<file path="config.mk">
export PLATFORM = sky130hd
export DESIGN_NAME = branch_predict_unit
export DESIGN_NICKNAME = d
export VERILOG_FILES = /design/src/rtl/branch_predict_unit.sv
export SDC_FILE = /design/constraint.sdc
export NUM_CORES = 1
export LEC_CHECK = 0
export CORE_MARGIN = 2
export CORE_UTILIZATION = 30
export DETAILED_ROUTE_END_ITERATION = 10
export GPL_ROUTABILITY_DRIVEN = 0
export PLACE_DENSITY_LB_ADDON = 0.12
export SYNTH_ARGS = -nofsm -noshare
export SYNTH_HDL_FRONTEND = slang
export SYNTH_SLANG_ARGS = --single-unit
export TNS_END_PERCENT = 20
</file>
<file path="constraint.sdc">
create_clock -name clk -period 4.9 [get_ports clk]
set_clock_uncertainty 0.1 [all_clocks]
set_input_delay 0.98 -clock clk [delete_from_list [all_inputs] [get_ports clk]]
set_output_delay 0.98 -clock clk [all_outputs]
set_load 0.01 [all_outputs]
</file>
<file path="src/rtl/branch_predict_unit.sv">
// Branch resolution (EX) and bimodal 2-bit-counter prediction (IF) with a registered one-cycle mispredict flush.
// Optional statistics counters are compiled in with the macro BRANCH_PREDICT_STATS_EN.
module branch_predict_unit #(
   parameter int XLEN        = 32,
   parameter int BHT_ENTRIES = 64
) (
   input  logic            clk,
   input  logic            rst_n,
   input  logic [XLEN-1:0] if_pc,
   output logic            pred_taken,
   input  logic            ex_valid,
   input  logic            ex_branch,
   input  logic [2:0]      ex_funct3,
   input  logic            Zflag,
   input  logic            Cflag,
   input  logic            Vflag,
   input  logic            Sflag,
   input  logic [XLEN-1:0] ex_pc,
   input  logic [XLEN-1:0] ex_target,
   input  logic            ex_pred_taken,
   output logic            branch_taken,
   output logic            flush,
   output logic [XLEN-1:0] redirect_pc
`ifdef BRANCH_PREDICT_STATS_EN
   ,
   output logic [31:0]     stat_branches,
   output logic [31:0]     stat_mispredicts
`endif
);

   // Derived; BHT_ENTRIES must be a power of two and at least 2.
   localparam int IDX_W = $clog2(BHT_ENTRIES);

   logic [1:0]       bht [BHT_ENTRIES];
   logic [IDX_W-1:0] if_idx;
   logic [IDX_W-1:0] ex_idx;
   logic             cond;
   logic             legal;
   logic             resolve;
   logic             mispredict;
   logic [XLEN-1:0]  next_pc;

   function automatic logic [1:0] sat_update(input logic [1:0] cnt, input logic up);
      logic [1:0] res;
      res = cnt;
      if (up && cnt != 2'b11) begin
         res = cnt + 2'b01;
      end else if (!up && cnt != 2'b00) begin
         res = cnt - 2'b01;
      end
      return res;
   endfunction

   assign if_idx = if_pc[IDX_W+1:2];
   assign ex_idx = ex_pc[IDX_W+1:2];

   // Asynchronous read: a same-cycle write to this index is seen only after the edge.
   assign pred_taken = bht[if_idx][1];

   always_comb begin
      cond  = 1'b0;
      legal = 1'b1;
      case (ex_funct3)
         3'b000:  cond = Zflag;
         3'b001:  cond = ~Zflag;
         3'b100:  cond = Sflag ^ Vflag;
         3'b101:  cond = ~(Sflag ^ Vflag);
         3'b110:  cond = ~Cflag;
         3'b111:  cond = Cflag;
         default: begin
            cond  = 1'b0;
            legal = 1'b0;
         end
      endcase
   end

   // The instruction in EX during a flush cycle is wrong-path and has no effect.
   assign branch_taken = cond & ex_branch & ex_valid & ~flush;
   assign resolve      = ex_valid & ex_branch & ~flush & legal;
   assign mispredict   = resolve & (branch_taken != ex_pred_taken);
   assign next_pc      = branch_taken ? ex_target : ex_pc + XLEN'(4);

   always_ff @(posedge clk or negedge rst_n) begin
      if (!rst_n) begin
         for (int i = 0; i < BHT_ENTRIES; i++) begin
            bht[i] <= 2'b01;
         end
      end else if (resolve) begin
         bht[ex_idx] <= sat_update(bht[ex_idx], branch_taken);
      end
   end

   always_ff @(posedge clk or negedge rst_n) begin
      if (!rst_n) begin
         flush       <= 1'b0;
         redirect_pc <= '0;
      end else begin
         flush <= mispredict;
         if (resolve) begin
            redirect_pc <= next_pc;
         end
      end
   end

`ifdef BRANCH_PREDICT_STATS_EN
   always_ff @(posedge clk or negedge rst_n) begin
      if (!rst_n) begin
         stat_branches    <= '0;
         stat_mispredicts <= '0;
      end else if (resolve) begin
         stat_branches <= stat_branches + 32'd1;
         if (mispredict) begin
            stat_mispredicts <= stat_mispredicts + 32'd1;
         end
      end
   end
`endif

endmodule

</file>
Word level (Yosys, flattened, before mapping)
Index checks and enable logic that the tools add are counted.
Storage, ports and cells
  bits in registers: 161
  latch bits: 0
  bits in writable memories: 0
  ROM bits: 0
  output and inout port bits: 35
  memories: 0
Cells by class
  add/subtract/negate cells: 3
  multipliers: 0
  div/mod/pow operators: 0
  magnitude comparators: 3
  equality and inequality tests: 7
  shift operators: 0
  mux-type cells: 15
  bitwise logic cells: 14
  reductions and logical operators: 7
Operator list (number)
  bitwise mux 128 bit: 1
  adder 32 x 3 -> 32 bit (second input constant): 1
  2-to-1 mux 32 bit: 1
  binary-select mux 2 bit (select 6 bit): 2
  2-to-1 mux 2 bit: 8
  >= comparator 7 bit (second input constant): 2
  NOT 6 -> 7 bit: 2
  demux 2 bit (select 6 bit): 1
  equality test 3 bit (second input constant): 4
  bitwise AND 1 bit: 7
  < comparator 7 x 1 -> 1 bit (second input constant): 1
  one-hot mux 1 bit (6 select lines): 1
  OR reduction 6 bit: 1
  NOT 1 bit: 4
  equality test 3 x 1 -> 1 bit (second input constant): 1
  logical AND 1 bit: 3
  logical NOT 3 bit: 1
  adder 2 x 1 -> 2 bit (second input constant): 1
  != test 2 bit (second input constant): 1
  nonzero test 2 bit: 1
  subtractor 2 x 1 -> 2 bit (second input constant): 1
  logical NOT 1 bit: 1
  2-to-1 mux 1 bit: 1
  != test 1 bit: 1
  XOR 1 bit: 1

Depth between registers and ports, before layout
  depth after elaboration: 12
  mapped depth: 17

Worst setup path after synthesis
Ideal clock, no wire load.
  kind: input to output
  start point: in if_pc[2]
  end point: out pred_taken
  data arrival time: 3.420 ns
  path slack: 0.400 ns
  cell stages on the path: 5
  cell sequence: clkbuf_1 buf_1 mux4_2 mux4_2 mux4_2
Between the ends
  word-level cells in the longest chain between the ends: 4
RTL lines
  start: declaration: line 9  | input logic [XLEN-1:0] if_pc,
  NOT 6 -> 7 bit (not written as such): line 58  | assign pred_taken = bht[if_idx][1];
  binary-select mux 2 bit (select 6 bit): line 58
  2-to-1 mux 2 bit (not written as such) (2 in a row): line 58
  end: declaration: line 10  | output logic pred_taken,
No other way between the ends. The select of a mux whose other input is x is not followed.

Final worst setup path
Ends and elaborated chain as after synthesis.

==> impl_metrics.json <==
{
  "drive_gt1_share_pct": 23.4,
  "num_vias": 7276,
  "dpl_worst_slack_ps": 40.5,
  "ant_nets": 0,
  "cts_tree": "built",
  "switching_share_pct": 28.3,
  "syn_nets": 1014,
  "rsz0062_at_grt": "false",
  "ioPinCount": 143,
  "portBuffers": 116,
  "yosys_warnings": 0,
  "grt_pass1_wl_mm": 45.3,
  "arrival_ps": 3750,
  "p_int_mw": 2.63,
  "seq_area_frac_synth_pct": 44.9,
  "end_kind": "output port",
  "cts_made_buffers": 17,
  "fp.dieW_um": 179,
  "wirelength_mm": 29.2,
  "ys.flop_type": "dfrtp_1",
  "dpl-instance-area_um2": 10900,
  "overflow": 0,
  "min_to": "bht[10]",
  "num_rows": 63,
  "wl_per_cell_um": 20.5,
  "final_cells": 1425,
  "clock_latency_ps": 440,
  "synth_cells": 903,
  "final_cell_mix": "clkdlybuf4s50_1 (113), nand2_1 (109), nor2_1 (101)",
  "worstSetupStartpointType": "input port",
  "async_flop_share_pct": 100,
  "first_pass_iters": 5,
  "yosys_register_bits": 161,
  "comb_power_share_pct": 19.5,
  "clk_pin_slew_worst_paths_ps": 70,
  "holdCritPathClass": "reg2reg",
  "timing.final.crit_share_pct": 98.5,
  "final_common_cell": "clkdlybuf4s50_1",
  "vias_per_cell": 5.11,
  "p_seq_share_pct": 42.2,
  "placedCellCount": 1393,
  "synth_enable_flop_cells": 0,
  "worstPathRequired_ps": 3820,
  "fin_nets": 1133,
  "whs_path_depth": 2,
  "path_class": "in2out",
  "grt_pass1_vias": 7394,
  "fmax_ghz": 0.207,
  "min_from": "bht[10]",
  "cap_violations": 0,
  "dieArea_um2": 31900,
  "die_h_um": 179,
  "cts.repair.resized": 0,
  "area_growth_pct": 25.4,
  "slew_headroom_pct": 38.9,
  "grt_use_total_pct": 19.1,
  "switchingPower_mw": 1.04,
  "worst_pin_slew_ps": 917,
  "p_clk_share_pct": 38.3,
  "cts_hold_buffers": 0,
  "htree_levels": 4,
  "num_antenna_cells": 0,
  "r2r_start": "bht[10]",
  "grt_max_degree": 93,
  "ir_drop_mv": 0.233,
  "yosysUniqueCellTypes": 62,
  "clock-root-buffer": "clkbuf_16",
  "finalSetupViolCount": 0,
  "setup_ws_ps": 72.0,
  "rr_worst_depth": 11,
  "final_core_util_pct": 38.5,
  "clk_path_buf_depth": 2,
  "core_area_um2": 29800,
  "timing.setup.tns_ps": 0,
  "min_period_ps": 4830,
  "crit_fanout": 16,
  "cts_setup_buffers": 0,
  "start_util_pct": 30.7,
  "n_fill_cell": 3003,
  "reg2reg_slack_ps": 1610,
  "report.final.slew_viol_count": 0,
  "final-hold-violation-count": 0,
  "synth.avg_cell_area_um2": 10.1,
  "dr.first_iter.drc_count": 407,
  "design_area_um2": 11500,
  "hpwl_mm": 20.3,
  "p_leak_nw": 4.59,
  "drc": 0,
  "synth_area_um2": 9150,
  "cts.sinks": 161,
  "power_density_nw_per_um2": 320,
  "antenna_found_initial": 0,
  "reg2reg_to": "bht[123]",
  "run_status": "finished clean"
}
## power groups by stage
| stage | clock network [mW] | registers (mW) | logic (mW) |
|---|---|---|---|
| 3_5_place_dp | 0 | 1.57 | 0.726 |
| 3_3_place_gp | 0 | 1.57 | 0.725 |
| 4_1_cts | 1.43 | 1.55 | 0.728 |
| 5_1_grt | 1.49 | 1.57 | 0.791 |
| 6_report | 1.41 | 1.55 | 0.716 |
| 2_1_floorplan | 0 | 1.59 | 0.339 |
## area by class of cell
type                            instances  area, µm²  area share [%]
Clock buffer                           20        437            3.81
Clock inverter                         12        161            1.41
Inverter                                7       26.3           0.229
Multi-Input combinational cell        673       4650            40.6
Sequential cell                       161       4110            35.8
Tap cell                              390        488            4.25
Timing Repair Buffer                  162       1600            13.9
## per-layer routing
layer	part of all wire, %	GRT usage [%]	up-vias
met5	0	0	-
met4	1.9	5.39	0
met3	5.1	3.26	32
met2	45	30.1	205
met1	48	27.0	3549
li1	-	-	3490
## sequential cells by signal, indices dropped and copies added (netlist names)
name,count
bht,128
redirect_pc,32
flush,1
## metrics by stage
step / power [mW] / hold slack, ps
after floorplan: 1.92 / 341
after global placement: 2.30 / 350
after detailed placement: 2.30 / 352
after CTS: 3.71 / 362
after global routing: 3.85 / 371
final: 3.67 / 359
## logic make-up after synthesis
group,Yosys count,synth area share (%)
compound gates,200,13.1
xor+xnor,32,3.30
fa+ha+maj,3,0.410
buf+inv,69,4.23
flops,161,44.9
mux,123,18.0
simple gates,315,16.1
## critical path: stages
cell	delay [ps]
clkdlybuf4s50_1	500
buf_12	200
mux4_2	560
mux4_2	520
mux4_2	490
clkdlybuf4s50_1	490
## synthesized netlist by cell type, types with 4 or more instances
master    instances  area [µm²]
a21oi_1          41         205
dfrtp_1          97        2430
xnor2_1          12         105
buf_6            12         135
inv_1             6        22.5
o31ai_1          19         143
or3b_2            7        61.3
o21ai_0          73         365
nand3_1          39         195
dfstp_2          64        1680
a31oi_1          16         100
nand2b_1         12        75.1
nand4_1           7        43.8
mux2i_1          37         370
o22ai_1           6        37.5
a22oi_1          11        82.6
nand2_1         109         409
nor3_1            4        20.0
mux4_2           27         608
xor2_1           18         158
o21ai_1           8        40.0
nor3b_1           4        30.0
mux2_2           58         653
buf_4             5        37.5
buf_1             6        22.5
clkbuf_1         32         120
nor2_1          101         379
nor2b_1           5        31.3
buf_2             6        30.0
and3_1            8        50.1
## worst max path at each step
stage | startpoint | endpoint | cells after the start
after floorplan | if_pc[2] | pred_taken | 5
after global placement | if_pc[2] | pred_taken | 6
after detailed placement | if_pc[2] | pred_taken | 6
after CTS | if_pc[2] | pred_taken | 6
after global routing | if_pc[2] | pred_taken | 6
final | if_pc[2] | pred_taken | 6
Power figures use the tool's default switching activity.
